$ cat src/rtl/input_debouncer_if.sv
// Signal bundle between the raw-input conditioner and its consumer.
// The master side drives the raw pins and the clear mask; the slave side
// (the debouncer) returns the clean level, edge pulses and event flags.
interface input_debouncer_if #(
    parameter int WIDTH = 4
);
    logic [WIDTH-1:0] switch_in;
    logic [WIDTH-1:0] event_clear;
    logic [WIDTH-1:0] switch_level;
    logic [WIDTH-1:0] rise;
    logic [WIDTH-1:0] fall;
    logic [WIDTH-1:0] event_pending;
    logic             any_pending;

    modport master (
        output switch_in,
        output event_clear,
        input  switch_level,
        input  rise,
        input  fall,
        input  event_pending,
        input  any_pending
    );

    modport slave (
        input  switch_in,
        input  event_clear,
        output switch_level,
        output rise,
        output fall,
        output event_pending,
        output any_pending
    );
endinterface

$ cat src/rtl/input_debouncer.sv
// Per-bit input conditioner: two-flop synchroniser, stability-counter
// debounce, single-cycle rise/fall pulses and sticky write-one-to-clear
// event flags. Every bit is independent; single clock domain.
module input_debouncer #(
    parameter int          WIDTH         = 4,
    parameter logic [31:0] STABLE_CYCLES = 32'd1_000_000
) (
    input  logic                 clk,
    input  logic                 reset,
    input_debouncer_if.slave     bus
);

    // Counter only needs to reach STABLE_CYCLES-1; never narrower than one bit.
    localparam int CNT_W = (STABLE_CYCLES > 32'd2) ? $clog2(STABLE_CYCLES) : 1;
    localparam logic [CNT_W-1:0] CNT_MAX = CNT_W'(STABLE_CYCLES - 32'd1);

    typedef enum logic [1:0] {
        ST_IDLE     = 2'd0,
        ST_COUNTING = 2'd1,
        ST_FLIP     = 2'd2
    } dstate_t;

    logic [WIDTH-1:0] r_sync1;
    logic [WIDTH-1:0] r_sync2;
    logic [WIDTH-1:0] r_level;
    logic [CNT_W-1:0] r_cnt [WIDTH];
    logic [WIDTH-1:0] r_rise;
    logic [WIDTH-1:0] r_fall;
    logic [WIDTH-1:0] r_pend;
    logic             r_any;

    logic [WIDTH-1:0] w_mismatch;
    dstate_t          w_state [WIDTH];
    logic [CNT_W-1:0] w_cnt_next [WIDTH];
    logic [WIDTH-1:0] w_level_next;
    logic [WIDTH-1:0] w_rise_next;
    logic [WIDTH-1:0] w_fall_next;
    logic [WIDTH-1:0] w_pend_next;

    assign w_mismatch = r_sync2 ^ r_level;

    // Two-flop synchroniser; only the second stage feeds the debounce logic.
    always_ff @(posedge clk or negedge reset) begin
        if (!reset) begin
            r_sync1 <= '0;
            r_sync2 <= '0;
        end else begin
            r_sync1 <= bus.switch_in;
            r_sync2 <= r_sync1;
        end
    end

    // Classify each bit: idle, still counting, or stable long enough to flip.
    always_comb begin
        for (int i = 0; i < WIDTH; i++) begin
            w_state[i] = ST_IDLE;
            if (w_mismatch[i]) begin
                if (r_cnt[i] == CNT_MAX) begin
                    w_state[i] = ST_FLIP;
                end else begin
                    w_state[i] = ST_COUNTING;
                end
            end
        end
    end

    // Next counter and level per bit; the counter saturates by flipping, never wraps.
    always_comb begin
        w_level_next = r_level;
        for (int i = 0; i < WIDTH; i++) begin
            w_cnt_next[i] = '0;
            case (w_state[i])
                ST_COUNTING: w_cnt_next[i] = r_cnt[i] + CNT_W'(1);
                ST_FLIP:     w_level_next[i] = ~r_level[i];
                default:     w_cnt_next[i] = '0;
            endcase
        end
    end

    // Edge pulses and event flags; a new event beats a simultaneous clear.
    always_comb begin
        w_rise_next = '0;
        w_fall_next = '0;
        for (int i = 0; i < WIDTH; i++) begin
            if (w_state[i] == ST_FLIP) begin
                w_rise_next[i] = ~r_level[i];
                w_fall_next[i] = r_level[i];
            end
        end
        w_pend_next = (r_pend & ~bus.event_clear) | w_rise_next | w_fall_next;
    end

    // Debounce state, pulses and flags; any_pending uses the next-state flags
    // so it updates on the same edge as event_pending.
    always_ff @(posedge clk or negedge reset) begin
        if (!reset) begin
            r_level <= '0;
            r_rise  <= '0;
            r_fall  <= '0;
            r_pend  <= '0;
            r_any   <= 1'b0;
            for (int i = 0; i < WIDTH; i++) begin
                r_cnt[i] <= '0;
            end
        end else begin
            r_level <= w_level_next;
            r_rise  <= w_rise_next;
            r_fall  <= w_fall_next;
            r_pend  <= w_pend_next;
            r_any   <= |w_pend_next;
            for (int i = 0; i < WIDTH; i++) begin
                r_cnt[i] <= w_cnt_next[i];
            end
        end
    end

    assign bus.switch_level  = r_level;
    assign bus.rise          = r_rise;
    assign bus.fall          = r_fall;
    assign bus.event_pending = r_pend;
    assign bus.any_pending   = r_any;

endmodule

$ cat src/flat_wrapper.sv
// flat-port wrapper written by rule: the top's interface ports become plain ports
module input_debouncer_flat 
#(
    parameter int          WIDTH         = 4,
    parameter logic [31:0] STABLE_CYCLES = 32'd1_000_000
)
  (clk, reset, bus_switch_in, bus_event_clear, bus_switch_level, bus_rise, bus_fall, bus_event_pending, bus_any_pending);
  input_debouncer_if #(.WIDTH(WIDTH)) bus_i ();
  input  logic clk;
  input  logic reset;
  input wire logic [$bits(bus_i.switch_in)-1:0] bus_switch_in;
  input wire logic [$bits(bus_i.event_clear)-1:0] bus_event_clear;
  output wire logic [$bits(bus_i.switch_level)-1:0] bus_switch_level;
  output wire logic [$bits(bus_i.rise)-1:0] bus_rise;
  output wire logic [$bits(bus_i.fall)-1:0] bus_fall;
  output wire logic [$bits(bus_i.event_pending)-1:0] bus_event_pending;
  output wire logic [$bits(bus_i.any_pending)-1:0] bus_any_pending;
  assign bus_i.switch_in = bus_switch_in;
  assign bus_i.event_clear = bus_event_clear;
  assign bus_switch_level = bus_i.switch_level;
  assign bus_rise = bus_i.rise;
  assign bus_fall = bus_i.fall;
  assign bus_event_pending = bus_i.event_pending;
  assign bus_any_pending = bus_i.any_pending;
  input_debouncer #(.WIDTH(WIDTH), .STABLE_CYCLES(STABLE_CYCLES)) u_core (.clk(clk), .reset(reset), .bus(bus_i));
endmodule
$ cat config.mk
export PLATFORM = sky130hd
export DESIGN_NAME = input_debouncer_flat
export DESIGN_NICKNAME = d
export VERILOG_FILES = /design/src/rtl/input_debouncer_if.sv /design/src/rtl/input_debouncer.sv /design/src/flat_wrapper.sv
export SDC_FILE = /design/constraint.sdc
export NUM_CORES = 1
export LEC_CHECK = 0
export BUFFER_PORTS_ARGS = -buffer_cell sky130_fd_sc_hd__buf_2
export CAP_MARGIN = 20
export CORE_MARGIN = 2
export CORE_UTILIZATION = 50
export CTS_CLUSTER_DIAMETER = 50
export DETAILED_ROUTE_END_ITERATION = 6
export PLACE_DENSITY = 0.67
export SYNTH_ARGS = -nofsm -noshare
export SYNTH_HDL_FRONTEND = slang
export SYNTH_SLANG_ARGS = --single-unit
$ cat constraint.sdc
create_clock -name clk -period 5.75 [get_ports clk]
set_input_delay 1.15 -clock clk [delete_from_list [all_inputs] [get_ports clk]]
set_output_delay 1.15 -clock clk [all_outputs]
set_load 0.01 [all_outputs]
; ---- Word level (Yosys, flattened, before mapping)
; Index checks and enable logic that the tools add are counted.
[op_classes]
reduce_logical = 1
bitwise = 9
n_mux = 20
n_eq_ne = 12
addsub = 4
[ops]
columns = cell, n
row1 = $add A20 B1 Y20 const B, 4
row2 = $eq A20 B20 Y1 const B, 4
row3 = $mux W20, 4
row4 = $mux W2, 8
row5 = $eq A2 B1 Y1 const B, 4
row6 = $eq A2 B2 Y1 const B, 4
row7 = $mux W1, 8
row8 = $or A4 B4 Y4, 2
row9 = $and A4 B4 Y4, 1
row10 = $not A1 Y1, 4
row11 = $not A4 Y4, 1
row12 = $reduce_or A4 Y1, 1
row13 = $xor A4 B4 Y4, 1
[word_totals]
elab_cells = 60
out_inout_bits = 17
in_bits = 10
ff_bits = 105

; ---- Depth between registers and ports, before layout
; Gate-level depths: netlist of the first run.
[logic_depth]
ltp_word = 8
mapped_depth = 7
ltp_nobuf = 5

; ---- Worst setup path after synthesis of the first run
; OpenSTA, ideal clock, no wires.
[synth_timing]
path_type = input -> register
startpoint = input bus_event_clear[2]
endpoint = register u_core.r_any, in the netlist u_core.bus.any_pending
n_path_buf = 0
t_arrival_ns = 1.858
setup_slack_ns = 3.754
required_time_ns = 5.611
setup_time_ns = 0.139
stages = 3
path_cell_list = inv_1 -> a32o_1 -> or4_1
[synth_via]
elab_chain_len = 5
[synth_lines]
columns = element, line_no
row1 = "start, declared", flat_wrapper.sv:12  ; input wire logic [$bits(bus_i.event_clear)-1:0] bus_event_clear;
row2 = $not A4 Y4, input_debouncer.sv:90  ; w_pend_next = (r_pend & ~bus.event_clear) | w_rise_next | w_fall_next;
row3 = $and A4 B4 Y4, input_debouncer.sv:90
row4 = $or A4 B4 Y4 (2 in a row), input_debouncer.sv:90
row5 = named net u_core.w_pend_next[2], input_debouncer.sv:38  ; logic [WIDTH-1:0] w_pend_next;
row6 = $reduce_or A4 Y1, input_debouncer.sv:110  ; r_any <= |w_pend_next;
row7 = "end signal, assigned", input_debouncer.sv:110
row8 = "end, declared", input_debouncer.sv:30  ; logic r_any;
; The timed path passes the listed nets, and every way through them passes these cells.
; A chain may end at the register's enable or synchronous reset.

; ---- Final worst setup path of the first run
[layout_timing]
startpoint = register u_core.r_level[2], in the netlist u_core.bus.switch_level[2]
endpoint = output bus_switch_level[2]
[layout_lines]
columns = element, line_no
row1 = "start, declared", input_debouncer.sv:25  ; logic [WIDTH-1:0] r_level;
row2 = "start signal, assigned", input_debouncer.sv:106  ; r_level <= w_level_next;
row3 = "end, declared", flat_wrapper.sv:13  ; output wire logic [$bits(bus_i.switch_level)-1:0] bus_switch_level;
; No word-level cell between the ends.

==> results of run 1 <==
==> sequential cells by signal, summed over array words and instances (netlist names) <==
signal,count
u_core.bus.any_pending,1
u_core.bus.event_pending,4
u_core.bus.fall,4
u_core.bus.rise,4
u_core.bus.switch_level,4
u_core.r_cnt,80
u_core.r_sync1,4
u_core.r_sync2,4
==> per-stage QoR <==
stage / utilization [%] / hold slack (ps) / instance area [sq um]
2_1_floorplan: - / 331 / 4880
3_3_place_gp: 53.3 / 334 / 5140
3_5_place_dp: 53.3 / 336 / 5140
4_1_cts: 55.5 / 356 / 5350
5_1_grt: 55.5 / 376 / 5350
6_report: 55.5 / 354 / 5350
==> layer usage <==
layer	share of wire, %	vias up	wire (microns)
li1	-	1745	-
met4	1.3	0	117
met5	0	-	0
met3	3.6	11	324
met2	46	56	4130
met1	49	1734	4470
==> worst max-delay path by stage <==
stage / from / endpoint / slack [ps] / cells past startpoint
6_report: u_core.bus.switch_level[2]$_DFFE_PN0N_ / bus_switch_level[2] / 3610 / 1
5_1_grt: u_core.r_cnt[40]$_DFF_PN0_ / u_core.r_cnt[53]$_DFF_PN0_ / 3500 / 6
4_1_cts: u_core.bus.switch_level[2]$_DFFE_PN0N_ / bus_switch_level[2] / 3590 / 1
3_5_place_dp: reset / u_core.r_cnt[51]$_DFF_PN0_ / 3320 / 2
3_3_place_gp: reset / u_core.r_cnt[56]$_DFF_PN0_ / 3370 / 2
2_1_floorplan: bus_event_clear[2] / u_core.bus.any_pending$_DFF_PN0_ / 3750 / 3
==> cells in the final DEF, fill, tap and decap left out, types with 17 or more instances in the layout <==
cell type,count
xnor2_1,29
a21oi_1,23
xor2_1,25
nand4_1,26
buf_2,25
inv_1,17
nand3_1,25
dfrtp_1,105
nand2_1,24
nor2_1,60
==> cell type report <==
class,count,area (sq um),area share [%]
Sequential cell,105,2630,49.2
Multi-Input combinational cell,339,2130,39.8
Tap cell,133,166,3.11
Timing Repair Buffer,29,155,2.90
Clock buffer,11,151,2.83
Inverter,17,63.8,1.19
Clock inverter,4,52.6,0.983
==> logic make-up (layout without fill, tap and decap cells) <==
family / Yosys count / in the layout / synth area share [%]
DFF: 105 / 105 / 53.8
and+or+nand+nor: 224 / 224 / 25.5
muxes: 4 / 4 / 0.923
AOI/OAI and AO/OA: 53 / 53 / 6.49
xor gates and xnor gates: 54 / 54 / 9.69
adders and majority gates: 4 / 4 / 1.03
buffers and inverters: 32 / 61 / 2.56
==> where the power goes <==
part,internal [uW],switching [uW]
registers,747,9.69
clock network,224,241
logic,12.5,29.2
==> results.txt, run 1 <==
status -> complete, no violations
# port buffers -> 26
DRC -> 0
All-Layer GR Usage -> 18.9%
Area Growth Syn to Fin -> 9.51%
pins over their slew limit -> 0
die area -> 10600 sq um
starting DRC count in detailed routing -> 113
grt met1 use -> 26.3%
synth cell count leaders -> dfrtp_1, nor2_1, xnor2_1, nand4_1
Synth top area share -> 53.8%
Worst setup EP type -> output pin
Initial Util -> 50.6%
post-DP HPWL -> 6190 microns
Final min period -> 2140 ps
hold path cells -> 0
WHS Endpoint -> u_core.r_sync2[0]$_DFF_PN0_
startpoint types -> flip-flop
number of vias per cell -> 5.56
Std-Cell Rows -> 36
pin count of the biggest net entering global routing -> 58
Die Wd -> 103 microns
Fillers -> 889
Initial DRT Pass Iterations -> 4
Fin. Hold Viols -> 0
clk_lat worst skew -> 370 ps
Max VDD drop -> 0.195 mV
antenna viol nets, final -> 0
R2R cell count -> 5
Arr. time, crit path -> 990 ps
dpl ws -> 3320 ps
Crit Path Category -> flip-flop to output pin
Async SR Flop Fraction -> 100%
GP Congestion -> 0.859
crit-path cells -> buf_2
Resized Gates After CTS -> 0
Synth cell types -> 38
Ant. Diodes -> 0
antenna violations before repair -> 0
clock sink count -> 105
synthesized area per cell -> 10.3 sq um
Hold Startpoint -> u_core.r_sync1[0]$_DFF_PN0_
Lkg Pwr -> 0.00225 uW
final setup fails -> 0
met2 Use GR -> 29.4%
met3 Usage GRT -> 5.69%
Worst R2R End -> u_core.r_cnt[14]$_DFF_PN0_
Yosys Warn Count -> 0
Worst EP required -> 4600 ps
Maximum Capacitance Violations -> 0
WL per Instance -> 14.2 microns
setup tns final -> 0 ps
cell area power density -> 236 nW/um^2
num ports -> 27
Seq/Total Area, Yosys -> 53.8%
core area -> 9640 sq um
CTS tree -> yes
synthesized area -> 4880 sq um
Mapped Cells -> 476
CTS root buffer -> clkbuf_8
layout cell share with drive strength beyond 1 -> 10.9%
most frequent cell after synthesis -> dfrtp_1
vias in the first global route -> 3407
vias -> 3546
ys flop type -> dfrtp_1
Post-Layout Cell Count -> 638
CTS Buf Count -> 9
Crit-path slowest cell -> dfrtp_1
Synth area leader -> dfrtp_1
flops & latches, synth -> 105
Worst slew margin -> 53.1%
Worst Path Buf+Inv -> 1
GRT overflow -> 0
final period utilization -> 37.2%
Slew @ Worst Pin -> 704 ps
RSZ-0062 raised after global routing -> false
delay-heaviest family, CP -> flip-flops
Post-CTS Hold Buffers -> 0
Reg2Reg Setup Slack -> 3690 ps
Worst Skew -> 15.0 ps
H-Tree Depth -> 3
Clock transition at path regs -> 100 ps
Die Ht -> 103 microns
Mapped Nets -> 490
Setup WS post-layout -> 3610 ps
worst r2r src -> u_core.r_cnt[0]$_DFF_PN0_
number of synthesized flops with an enable pin -> 0
Net count, final -> 515
worst-case clock buffer depth -> 2
Setup Buffers After CTS -> 0
HP Class -> flip-flop to flip-flop
max incr delay on CP -> 460 ps
top post-synthesis cells by area -> dfrtp_1, xnor2_1, nor2_1, xor2_1, nand4_1
critical-path maximum fanout -> 6
final WL -> 9050 microns
Inst Count DP -> 623
Fmax achieved -> 467 MHz
Top Usage Layer GRT -> met2
Tot Pwr -> 1260 uW
first-pass GRT wire length -> 15600 microns
No activity file was read; power rests on OpenSTA's default activity.
==> inputs of run 2 (changes only) <==
- clock period: 5.75 -> 2.2 ns (I/O delays scaled with it)
==> run 2 against run 1 <==
Sequential power rose to 2.6 times the previous value. Combinational power rose to 2.9 times the previous value. Hold slack got worse by 230 ps. Cell count rose by 0.78%. Largest power group unchanged. Cell area rose by 0.91%. Core utilization rose by 0.51 points. Total power rose to 2.6 times the previous value. Via count fell by 1.0%. Setup slack got worse by 3500 ps.
==> results.txt, run 2 (same netlist as run 1, synthesis figures left out) <==
status -> complete, no violations
first-pass GRT wire length -> 15800 microns
Worst setup EP type -> flip-flop
final period utilization -> 94.4%
die area -> 10600 sq um
crit-path cells -> ha_1, nand3_1, nor4_1, nand2_1, mux2_2
HP Class -> primary input to async pin
worst-case clock buffer depth -> 2
Std-Cell Rows -> 36
max reg flops -> 80
antenna viol nets, final -> 0
startpoint types -> flip-flop
number of vias per cell -> 5.46
WL per Instance -> 14.0 microns
clock sink count -> 105
Reg2Reg Setup Slack -> 120 ps
setup tns final -> 0 ps
Setup WS post-layout -> 124 ps
Worst Skew -> 11.0 ps
All-Layer GR Usage -> 19.1%
Max VDD drop -> 0.334 mV
Inst Count DP -> 627
commonest cells after routing, fill and taps aside -> dfrtp_1, nor2_1, xnor2_1, nand4_1
core area -> 9640 sq um
Initial Util -> 50.6%
pins over their slew limit -> 0
Maximum Capacitance Violations -> 0
post-DP HPWL -> 6130 microns
Slew @ Worst Pin -> 593 ps
Worst EP required -> 2460 ps
Post-CTS Hold Buffers -> 0
Biggest register -> u_core.r_cnt
final WL -> 9000 microns
RSZ-0062 raised after global routing -> false
GP Congestion -> 0.826
Crit-path slowest cell -> nor4_1
final setup fails -> 0
layout cell share with drive strength beyond 1 -> 11.8%
Crit Path Category -> flip-flop to flip-flop
WHS -> 125 ps
area of the multi-input gates -> 2130 sq um
Fin. Hold Viols -> 0
pin count of the biggest net entering global routing -> 106
Arr. time, crit path -> 2340 ps
Initial DRT Pass Iterations -> 4
Net count, final -> 519
clk_lat worst skew -> 370 ps
Lkg Pwr -> 0.00227 uW
Worst slew margin -> 60.1%
CTS tree -> yes
max incr delay on CP -> 590 ps
Setup Buffers After CTS -> 0
FF/Latch Area -> 2630 sq um
cell area power density -> 616 nW/um^2
vias -> 3510
CTS Buf Count -> 9
Ant. Diodes -> 0
Die Wd -> 103 microns
Clock transition at path regs -> 100 ps
Fmax achieved -> 482 MHz
antenna violations before repair -> 0
critical-path maximum fanout -> 5
starting DRC count in detailed routing -> 121
Fillers -> 906
DRC -> 0
num ports -> 27
Resized Gates After CTS -> 0
Post-Layout Cell Count -> 643
Area Growth Syn to Fin -> 10.5%
GRT overflow -> 0
H-Tree Depth -> 3
dpl ws -> 173 ps
# port buffers -> 26
Die Ht -> 103 microns
Final min period -> 2080 ps
commonest non-fill, non-tap cell in the layout -> dfrtp_1
vias in the first global route -> 3379
CTS root buffer -> clkbuf_8
## run 2: cell count changes in the layout (fill, tap and decap cells not counted), sizes merged
cell      before  now
buf           29   33
clkinvlp       0    3
clkinv         3    1
clkbuf        11   10
inv           17   18
## run 2: area by class of cell
type	instances	share of cell area [%]
clock buffer	10	2.55
timing repair buffer	33	3.67
multi-input combinational	339	39.6
tap	133	3.09
inverter	17	1.18
sequential	105	48.7
clock inverter	6	1.23
## run 2: metal layers
layer	global-route usage (%)	part of all wire (%)	routed length (microns)	vias up
li1	-	-	-	1755
met1	26.4	49	4390	1699
met2	30.1	46	4160	49
met3	5.08	3.9	348	7
met4	5.47	0.99	89	0
met5	0	0	0	-
## run 2: worst max-delay path, delay by kind of cell, from the launching register on
| kind | cells | cell delay (ps) |
|---|---|---|
| flops | 1 | 430 |
| fa+ha+maj | 1 | 230 |
| mux | 1 | 310 |
| simple gates | 3 | 990 |
## run 2: power by group
group	internal [uW]	leakage [uW]	switching [uW]
Clock	559	0.0000949	665
Sequential	1950	0.00144	24.7
Combinational	40.8	0.000736	78.4
## run 2: worst paths after layout
check                                            start                                     end  depth (start not counted)
max in group asynchronous                        reset              u_core.r_cnt[11]$_DFF_PN0_                          2
hold reg to reg            u_core.r_sync1[1]$_DFF_PN0_             u_core.r_sync2[1]$_DFF_PN0_                          0
setup / recovery             u_core.r_cnt[0]$_DFF_PN0_  u_core.bus.switch_level[3]$_DFFE_PN0N_                          5
hold / removal                                   reset               u_core.r_cnt[5]$_DFF_PN0_                          2
min in group clk                      bus_switch_in[3]             u_core.r_sync1[3]$_DFF_PN0_                          1
setup reg to reg             u_core.r_cnt[0]$_DFF_PN0_  u_core.bus.switch_level[3]$_DFFE_PN0N_                          5
## run 2: metrics by stage
| stage | cell area [sq um] | utilization (%) | total power (uW) |
|---|---|---|---|
| final | 5390 | 56.0 | 3320 |
| after global routing | 5390 | 56.0 | 3470 |
| after CTS | 5390 | 55.9 | 3370 |
| after detailed placement | 5180 | 53.8 | 2140 |
| after global placement | 5180 | 53.8 | 2140 |
| after floorplan | 4880 | - | 2060 |
==> inputs of run 3 (changes only) <==
- CORE_ASPECT_RATIO: default -> 0.75
- CTS_BUF_LIST: default -> sky130_fd_sc_hd__clkbuf_16
==> run 3 against run 2 <==
Setup slack improved by 55 ps. Clock skew decreased by 1.5 ps. Fmax increased by 2.7%. Wire length increased by 6.8%. Total power increased by 11%. Critical path depth decreased by 1. Global-route usage increased by 0.096 points. Sequential share of layout area decreased by 1.0 points. Clock power increased by 31%. Cell count unchanged.
==> results.txt, run 3 (same netlist as run 1, synthesis figures left out) <==
number of vias per cell -> 5.49
pin count of the biggest net entering global routing -> 60
critical-path maximum fanout -> 8
CTS Buf Count -> 9
Reg2Reg Setup Slack -> 180 ps
RSZ-0062 raised after global routing -> false
Crit Path Category -> flip-flop to flip-flop
core area -> 9580 sq um
commonest cells after routing, fill and taps aside -> dfrtp_1, nor2_1, xnor2_1, nand4_1
Area Growth Syn to Fin -> 12.9%
Net count, final -> 520
Fmax achieved -> 495 MHz
Final min period -> 2020 ps
Slew @ Worst Pin -> 499 ps
All-Layer GR Usage -> 19.2%
Lkg Pwr -> 0.00232 uW
# port buffers -> 26
Initial DRT Pass Iterations -> 4
DRC -> 0
CTS root buffer -> clkbuf_16
GRT overflow -> 0
Biggest register -> u_core.r_cnt
Worst slew margin -> 66.4%
Worst setup EP type -> flip-flop
status -> complete, no violations
Ant. Diodes -> 0
startpoint types -> flip-flop
commonest non-fill, non-tap cell in the layout -> dfrtp_1
vias in the first global route -> 3282
Finished Cell Area -> 5510 sq um
final setup fails -> 0
Clock transition at path regs -> 80 ps
max reg flops -> 80
first-pass GRT wire length -> 16100 microns
layout cell share with drive strength beyond 1 -> 11.9%
Initial Util -> 50.9%
Inst Count DP -> 626
CTS tree -> yes
GP Congestion -> 0.810
Worst Skew -> 9.50 ps
H-Tree Depth -> 3
vias -> 3528
worst-case clock buffer depth -> 2
antenna viol nets, final -> 0
WL per Instance -> 14.9 microns
die area -> 10600 sq um
final WL -> 9600 microns
clock sink count -> 105
Fin. Hold Viols -> 0
Arr. time, crit path -> 2290 ps
final period utilization -> 91.9%
clk_lat worst skew -> 350 ps
Max VDD drop -> 0.501 mV
Fillers -> 866
post-placement cell area -> 5180 sq um
antenna violations before repair -> 0
cell area power density -> 671 nW/um^2
Post-Layout Cell Count -> 643
setup tns final -> 0 ps
Die Wd -> 118 microns
Setup Buffers After CTS -> 0
num ports -> 27
Std-Cell Rows -> 31
Maximum Capacitance Violations -> 0
HP Class -> primary input to flip-flop
Die Ht -> 89.6 microns
post-DP HPWL -> 6530 microns
Worst EP required -> 2470 ps
starting DRC count in detailed routing -> 253
pins over their slew limit -> 0
==> run 3: cell types whose count changed in the layout (fill, tap and decap cells not counted), sizes merged <==
cell	before	now
inv	18	19
dlygate4sd3	0	1
clkinv	1	4
clkbuf	10	9
bufinv	1	0
clkinvlp	3	1
==> run 3: path summary, 6_finish.rpt <==
check                                       startpoint                      endpoint  cells past startpoint
max reg2reg                  u_core.r_cnt[4]$_DFF_PN0_    u_core.r_cnt[19]$_DFF_PN0_                      4
max                          u_core.r_cnt[4]$_DFF_PN0_    u_core.r_cnt[19]$_DFF_PN0_                      4
max in group asynchronous                        reset    u_core.r_cnt[64]$_DFF_PN0_                      3
min reg2reg                u_core.r_sync1[3]$_DFF_PN0_   u_core.r_sync2[3]$_DFF_PN0_                      0
min in group asynchronous                        reset  u_core.bus.fall[3]$_DFF_PN0_                      2
min                                   bus_switch_in[2]   u_core.r_sync1[2]$_DFF_PN0_                      1
==> run 3: worst max-delay path: stages (launching register included) <==
cell and delay (ps):
dfrtp_1 460, nand4_4 170, or4_1 650, or4_1 460
a21oi_1 190
==> run 3: layer usage <==
layer	part of all wire [%]	vias up	GRT usage (%)	wire, microns
li1	-	1755	-	-
met1	51	1734	26.9	4880
met5	0	-	0	0
met4	0.36	0	4.27	35
met3	3.2	2	5.87	305
met2	46	37	29.9	4390
==> run 3: what timing repair did <==
action	4_1_cts	5_1_grt
endpoints found under the setup margin	0	18
hold endpoints to repair	20	0
hold buffers	1	0
gates resized for setup	0	1
==> run 3: where the power goes <==
part	switching (uW)	total (uW)	internal, uW
clock	785	1600	810
sequential	26.8	1980	1950
combinational	79.0	120	41.1
total	891	3700	2800
==> run 3: cell type report <==
cell class                      instances  area [sq um]  area share, %
Inverter                               17          63.8           1.16
Multi-Input combinational cell        339          2130           38.7
Clock buffer                            9           225           4.09
Tap cell                              132           165           3.00
Clock inverter                          7          85.1           1.54
Timing Repair Buffer                   34           208           3.77
Sequential cell                       105          2630           47.7
==> run 3: metrics by stage <==
| stage | hold slack [ps] | setup slack (ps) | util (%) | total power [uW] |
|---|---|---|---|---|
| 3_3_place_gp | 333 | 304 | 54.1 | 2140 |
| 2_1_floorplan | 144 | 271 | - | 2060 |
| 4_1_cts | 172 | 160 | 57.4 | 3750 |
| 3_5_place_dp | 337 | 169 | 54.1 | 2140 |
| 6_report | 186 | 179 | 57.5 | 3700 |
| 5_1_grt | 162 | 48.5 | 57.5 | 3840 |
